### config.mk
export PLATFORM = sky130hd
export DESIGN_NAME = csa_addsub_pipe
export DESIGN_NICKNAME = d
export VERILOG_FILES = /design/src/rtl/csa_addsub_pipe.sv
export SDC_FILE = /design/constraint.sdc
export NUM_CORES = 1
export LEC_CHECK = 0
export ABC_AREA = 0
export ABC_CLOCK_PERIOD_IN_PS = 2700
export CAP_MARGIN = 0
export CORE_ASPECT_RATIO = 1.1
export CORE_MARGIN = 2
export CORE_UTILIZATION = 30
export DETAILED_ROUTE_END_ITERATION = 7
export PLACE_DENSITY = 0.54
export SETUP_SLACK_MARGIN = 0.4
export SLEW_MARGIN = 20
export SYNTH_ARGS = -nofsm -noshare
export SYNTH_HDL_FRONTEND = slang
export SYNTH_SLANG_ARGS = --single-unit
### constraint.sdc
create_clock -name clk -period 2.7 [get_ports clk]
set_input_delay 0.54 -clock clk [delete_from_list [all_inputs] [get_ports clk]]
set_output_delay 0.54 -clock clk [all_outputs]
set_load 0.05 [all_outputs]
### src/rtl/csa_addsub_pipe.sv
// csa_addsub_pipe: pipelined square-root carry-select adder/subtractor with a global-stall valid/ready pipe.
// Build option: define CSA_SAT_EN to clamp Out to the W-bit signed range.
module csa_addsub_pipe #(
  parameter int W      = 9,
  parameter int STAGES = 2
) (
  input  logic                clk,
  input  logic                rst,
  input  logic                in_valid,
  output logic                in_ready,
  input  logic signed [W-1:0] A,
  input  logic signed [W-1:0] B,
  input  logic                Cin,
  output logic                out_valid,
  input  logic                out_ready,
  output logic signed [W:0]   Out,
  output logic                ovf
);
  localparam int N = W + 1;

  // Blocks grow 2,3,4,... so block b starts at b*(b+3)/2; the last one is clipped at N.
  function automatic int blk_start(input int b);
    int s;
    s = (b * (b + 3)) / 2;
    return (s > N) ? N : s;
  endfunction

  function automatic int count_blocks();
    int b;
    b = 0;
    while (blk_start(b) < N) b++;
    return b;
  endfunction

  localparam int NBLK = count_blocks();
  localparam int BPS  = (NBLK + STAGES - 1) / STAGES;

  function automatic logic signed [N-1:0] sat_fn(input logic signed [N-1:0] x);
    logic signed [N-1:0] r;
    r = x;
`ifdef CSA_SAT_EN
    if (x[W] != x[W-1]) r = x[W] ? {2'b11, {(W-1){1'b0}}} : {2'b00, {(W-1){1'b1}}};
`endif
    return r;
  endfunction

  function automatic logic ovf_fn(input logic signed [N-1:0] x);
    return x[W] != x[W-1];
  endfunction

  logic [STAGES:0]     vld_q;
  logic                en;
  logic signed [N-1:0] ia_q, ib_q;
  logic                im_q;
  logic signed [N-1:0] pa_q [STAGES];
  logic signed [N-1:0] pb_q [STAGES];
  logic signed [N-1:0] ps_q [STAGES];
  logic                pm_q [STAGES];
  logic                pc_q [STAGES];
  logic signed [N-1:0] out_q;
  logic                ovf_q;

  logic signed [N-1:0] a_st  [STAGES];
  logic signed [N-1:0] b_st  [STAGES];
  logic signed [N-1:0] s_st  [STAGES];
  logic                m_st  [STAGES];
  logic                c_st  [STAGES];
  logic signed [N-1:0] sum_d [STAGES];
  logic                cy_d  [STAGES];

  assign en        = !vld_q[STAGES] || out_ready;
  assign in_ready  = en && !rst;
  assign out_valid = vld_q[STAGES];
  assign Out       = out_q;
  assign ovf       = ovf_q;

  always_comb begin
    a_st[0] = ia_q;
    b_st[0] = ib_q;
    m_st[0] = im_q;
    c_st[0] = im_q;
    s_st[0] = '0;
    for (int j = 1; j < STAGES; j++) begin
      a_st[j] = pa_q[j-1];
      b_st[j] = pb_q[j-1];
      m_st[j] = pm_q[j-1];
      c_st[j] = pc_q[j-1];
      s_st[j] = ps_q[j-1];
    end
  end

  // Compute stage j: finishes blocks [j*BPS, (j+1)*BPS) on top of the partial sum from stage j-1.
  always_comb begin
    logic [N-1:0] bx, s0v, s1v, acc;
    logic         c, c0, c1;
    int           lo, hi;
    bx  = '0;
    s0v = '0;
    s1v = '0;
    acc = '0;
    c   = 1'b0;
    c0  = 1'b0;
    c1  = 1'b0;
    lo  = 0;
    hi  = 0;
    sum_d = '{default: '0};
    cy_d  = '{default: 1'b0};
    for (int j = 0; j < STAGES; j++) begin
      acc = s_st[j];
      c   = c_st[j];
      bx  = m_st[j] ? ~b_st[j] : b_st[j];
      for (int k = j * BPS; (k < (j + 1) * BPS) && (k < NBLK); k++) begin
        lo = blk_start(k);
        hi = blk_start(k + 1);
        if (k == 0) begin
          for (int i = lo; i < hi; i++) begin
            acc[i] = a_st[j][i] ^ bx[i] ^ c;
            c      = (a_st[j][i] & bx[i]) | (c & (a_st[j][i] ^ bx[i]));
          end
        end else begin
          c0 = 1'b0;
          c1 = 1'b1;
          for (int i = lo; i < hi; i++) begin
            s0v[i] = a_st[j][i] ^ bx[i] ^ c0;
            c0     = (a_st[j][i] & bx[i]) | (c0 & (a_st[j][i] ^ bx[i]));
            s1v[i] = a_st[j][i] ^ bx[i] ^ c1;
            c1     = (a_st[j][i] & bx[i]) | (c1 & (a_st[j][i] ^ bx[i]));
          end
          for (int i = lo; i < hi; i++) acc[i] = c ? s1v[i] : s0v[i];
          c = c ? c1 : c0;
        end
      end
      sum_d[j] = acc;
      cy_d[j]  = c;
    end
  end

  always_ff @(posedge clk) begin
    if (rst) begin
      vld_q <= '0;
    end else if (en) begin
      vld_q <= {vld_q[STAGES-1:0], in_valid && in_ready};
    end
  end

  // Input capture boundary: operands sign-extended to W+1 bits.
  always_ff @(posedge clk) begin
    if (in_valid && in_ready) begin
      ia_q <= {A[W-1], A};
      ib_q <= {B[W-1], B};
      im_q <= Cin;
    end
  end

  // Inter-stage boundaries: low sum bits, block carry, upper operands and mode.
  for (genvar j = 0; j < STAGES - 1; j++) begin : g_pipe
    always_ff @(posedge clk) begin
      if (en && vld_q[j]) begin
        pa_q[j] <= a_st[j];
        pb_q[j] <= b_st[j];
        pm_q[j] <= m_st[j];
        ps_q[j] <= sum_d[j];
        pc_q[j] <= cy_d[j];
      end
    end
  end

  // Output boundary: saturation (if built in) and overflow on the unsaturated sum.
  always_ff @(posedge clk) begin
    if (rst) begin
      out_q <= '0;
      ovf_q <= 1'b0;
    end else if (en && vld_q[STAGES-1]) begin
      out_q <= sat_fn(sum_d[STAGES-1]);
      ovf_q <= ovf_fn(sum_d[STAGES-1]);
    end
  end
endmodule

==> impl_metrics.toml, run 1 <==
[route]
route.detailed.drc = 0
finalWirelength_um = 3032
top_layer = "met4"
vias = 1104
routed_wire_length_per_instance_um = 11.48
detailroute.wirelength.met2_um = 1563
drt_first_iter_violations = 22
dr.pass1.iters = 4
met3_length_um = 161
m1WireLength_um = 1287
vias_per_cell = 4.182
antenna_left = 0

[power]
power_w = 0.001463
share_comb_of_total_power_pct = 13.7
p_clk_share_pct = 28.3
netsw_w = 0.0003540
intPower_w = 0.001109
sw_frac_of_total_pct = 24.19
irDropWorstVdd_mv = 0.3670
power_per_cell_area_nw_per_um2 = 573.3
p_leak_nw = 0.9228
sequentialPowerShare_pct = 58.0

[sta]
finalHoldViolations = 0
fin_crit_ns = 2.566
final.setup.tns_ns = 0
worstMarginPinSlew_ns = 0.5743
worst_slew_margin_rel_pct = 61.67
timing.final.max_slew_violations = 0
max_freq_mhz = 389.7
rsz0062_at_grt = "yes"
min_period_over_period_pct = 95.04
final-setup-viol-count = 0
fin_skew_ns = 0.005796

[final_layout]
synthToLayoutAreaGrowth_pct = 31.78
antenna_diodes = 0
postLayoutCoreUtil_pct = 41.21
layout-drive-gt1-share_pct = 16.85
num-nets-final = 217

[global_routing]
grt_first_pass_wirelength_um = 5085
first_global_vias = 1134
grt_usage_pct = 9.352
global_route.overflow_total = 0
grt_antenna_before_repair = 0
largest_net_degree_at_the_start_of_global_routing = 20

[die]
die_width_um = 80.61
std_cell_rows = 30
design.die.area_um2 = 7115
initial_core_util_pct = 31.27
fp.coreArea_um2 = 6193
io_pins = 36
die_h_um = 88.27

[clocking]
clk_pin_slew_ns = 0.09
hold_buffers = 0
max-clock-path-buffers = 2
cts_made_buffers = 5
cts.root.buffer_cell = "clkbuf_8"
cts_num_sinks = 48
cts_max_level = 2
cts_tree = "done"
clock_insertion_delay_at_the_later_pin_of_the_skew_report_ns = 0.29

[worst_setup_path]
start_kind = "register"
setup.worst_path.end_class = "register"
crit_path_cell_trace = "xor2_2 -> inv_1 -> ha_2 -> a21oi_2 -> fa_2 -> inv_2 -> fa_2 -> fa_1 -> xnor2_1 -> nand3_1 -> a21oi_1"
data_arrival_time_of_the_worst_path_ns = 2.80
critical_path_peak_fanout = 2
cp.required_ns = 2.93
timing.setup.critical_path_class = "reg2reg"
crit_path_frequent_cell = "fa_2"
crit_slowest_cell = "fa_1"
slowest_delay_ns = 0.53
ff2ff_path_depth = 11

[synthesis]
synthDistinctLibCells = 21
syn_area_cell_um2 = 14.04
yosysWarnings = 0
synth_seq_area_share_pct = 67.18
synth.net_count = 172
netlist.top_cell.by_area = "edfxtp_1"
synth.area.top_cells = "edfxtp_1 (53%), dfxtp_1 (14%), fa_1 (7.2%)"
synth_top_cell_area_share_pct = 52.71
synth.ff_latch_count = 48
synth.cell_area_um2 = 1937
synth_cells = 138

[run_status]
run_status = "complete, no violations"

[placement]
final_wtd_congestion = 0.7350
io_buffers = 35

[run]
maxCapViolations = 0

[hold_path]
min_path_type = "reg2reg"
hold-path-cell-count = 0
-- cell usage in the layout, fill, tap and decap left out, drive strengths merged --
cell and n:
a211oi 3, o21ai 8, edfxtp 34, nand2 4, and2b 1, a21oi 15
nand3 8, mux2i 2, buf 9, ha 4, and2 1, clkdlybuf4s50 34
nor2 3, fa 7, clkinv 3, clkbuf 5, nand2b 1, inv 16
xnor2 6, dfxtp 14, xor2 6
-- synthesized netlist by cell type (all sizes together) --
library cell   n
nand2b         1
a211oi         3
fa             7
xnor2          6
buf            4
and2           1
o21ai          8
nand2          4
ha             4
inv           16
and2b          1
edfxtp        34
clkbuf         1
nand3          8
mux2i          2
nor2           3
dfxtp         14
a21oi         15
xor2           6
-- path summary, 6_finish.rpt --
kind | startpoint | endpoint | slack [ns]
setup reg to reg | pb_q[0][5]$_DFFE_PP_ | ovf$_SDFFE_PP0P_ | 0.13
hold / removal | ia_q[7]$_DFFE_PP_ | pa_q[0][7]$_DFFE_PP_ | 0.42
hold reg to reg | ia_q[7]$_DFFE_PP_ | pa_q[0][7]$_DFFE_PP_ | 0.42
setup / recovery | pb_q[0][5]$_DFFE_PP_ | ovf$_SDFFE_PP0P_ | 0.13
-- metal layers --
| layer | track usage [%] | vias to the layer above |
|---|---|---|
| met5 | 0 | - |
| met4 | 3.236 | 0 |
| met3 | 3.367 | 2 |
| met2 | 16.06 | 29 |
| met1 | 10.87 | 514 |
| li1 | - | 559 |
-- cell families (layout without fill, tap and decap cells) --
| family | count (synthesis) | in the layout | share of synthesized area (%) |
|---|---|---|---|
| DFF | 48 | 48 | 67.18 |
| AOI/OAI and AO/OA | 26 | 26 | 7.106 |
| buffers and inverters | 21 | 67 | 4.909 |
| and+or+nand+nor | 18 | 18 | 4.522 |
| xor gates and xnor gates | 12 | 12 | 5.426 |
| adders and majority gates | 11 | 11 | 9.819 |
| muxes | 2 | 2 | 1.034 |
-- power groups by stage --
stage	clock network, W	registers [W]	logic (W)
floorplan	0	0.000888	0.0000870
global placement	0	0.000864	0.000182
detailed placement	0	0.000866	0.000187
CTS	0.000432	0.000849	0.000200
global route	0.000457	0.000853	0.000223
finish	0.000414	0.000848	0.000201
-- state kept, by name, summed over array words and instances, names as in the netlist --
signal / flops
ib_q: 9
im_q: 1
ovf: 1
pb_q: 4
ps_q: 5
vld_q: 3
ia_q: 9
pc_q: 1
Out: 10
pm_q: 1
pa_q: 4
-- cell type report --
cell class	instances	area (um2)
Sequential cell	48	1301
Clock inverter	3	18.77
Clock buffer	5	68.82
Multi-Input combinational cell	69	583.1
Inverter	16	60.06
Timing Repair Buffer	43	420.4
Fill cell	582	3641
Tap cell	80	100.1
-- per-stage QoR --
step / hold slack, ns / worst slack (ns) / area (um2) / std cells
2_1_floorplan: 0.4003 / 0.2341 / 1948 / 138
3_5_place_dp: 0.4054 / 0.1269 / 2404 / 252
5_1_grt: 0.4350 / -0.01391 / 2552 / 264
3_3_place_gp: 0.4058 / 0.2432 / 2404 / 252
6_report: 0.4245 / 0.1339 / 2552 / 264
4_1_cts: 0.4267 / 0.1219 / 2541 / 263
-- repair_timing --
action / 4_1_cts / 5_1_grt
setup endpoints to repair: 4 / 4
buffers inserted: 3 / 1
pin swaps: 4 / 3
resized for setup: 8 / 1
-- critical path: cells and delay by family, from the launching register on --
family / cells / cell delay [ns]
adders and majority gates: 4 / 1.27
AOI/OAI and AO/OA: 2 / 0.29
and+or+nand+nor: 1 / 0.09
DFF: 1 / 0.42
buffers and inverters: 2 / 0.11
xor gates and xnor gates: 2 / 0.33
Power figures use the tool's default switching activity.
==> inputs of run 2 (changes only) <==
--- a/config.mk
+++ b/config.mk
@@ -11,6 +11,7 @@
 export CORE_ASPECT_RATIO = 1.1
 export CORE_MARGIN = 2
 export CORE_UTILIZATION = 30
+export CTS_CLUSTER_SIZE = 12
 export DETAILED_ROUTE_END_ITERATION = 7
 export PLACE_DENSITY = 0.54
 export SETUP_SLACK_MARGIN = 0.4
==> results of run 2 <==
Same layout as run 1: the final DEF is identical, and so are final timing and power.
==> inputs of run 3 (changes only) <==
--- a/config.mk
+++ b/config.mk
@@ -6,13 +6,13 @@
 export NUM_CORES = 1
 export LEC_CHECK = 0
 export ABC_AREA = 0
-export ABC_CLOCK_PERIOD_IN_PS = 2700
 export CAP_MARGIN = 0
 export CORE_ASPECT_RATIO = 1.1
 export CORE_MARGIN = 2
 export CORE_UTILIZATION = 30
 export CTS_CLUSTER_SIZE = 12
 export DETAILED_ROUTE_END_ITERATION = 7
+export GPL_ROUTABILITY_DRIVEN = 0
 export PLACE_DENSITY = 0.54
 export SETUP_SLACK_MARGIN = 0.4
 export SLEW_MARGIN = 20
==> results of run 3 <==
Same layout as run 1: the final DEF is identical, and so are final timing and power.
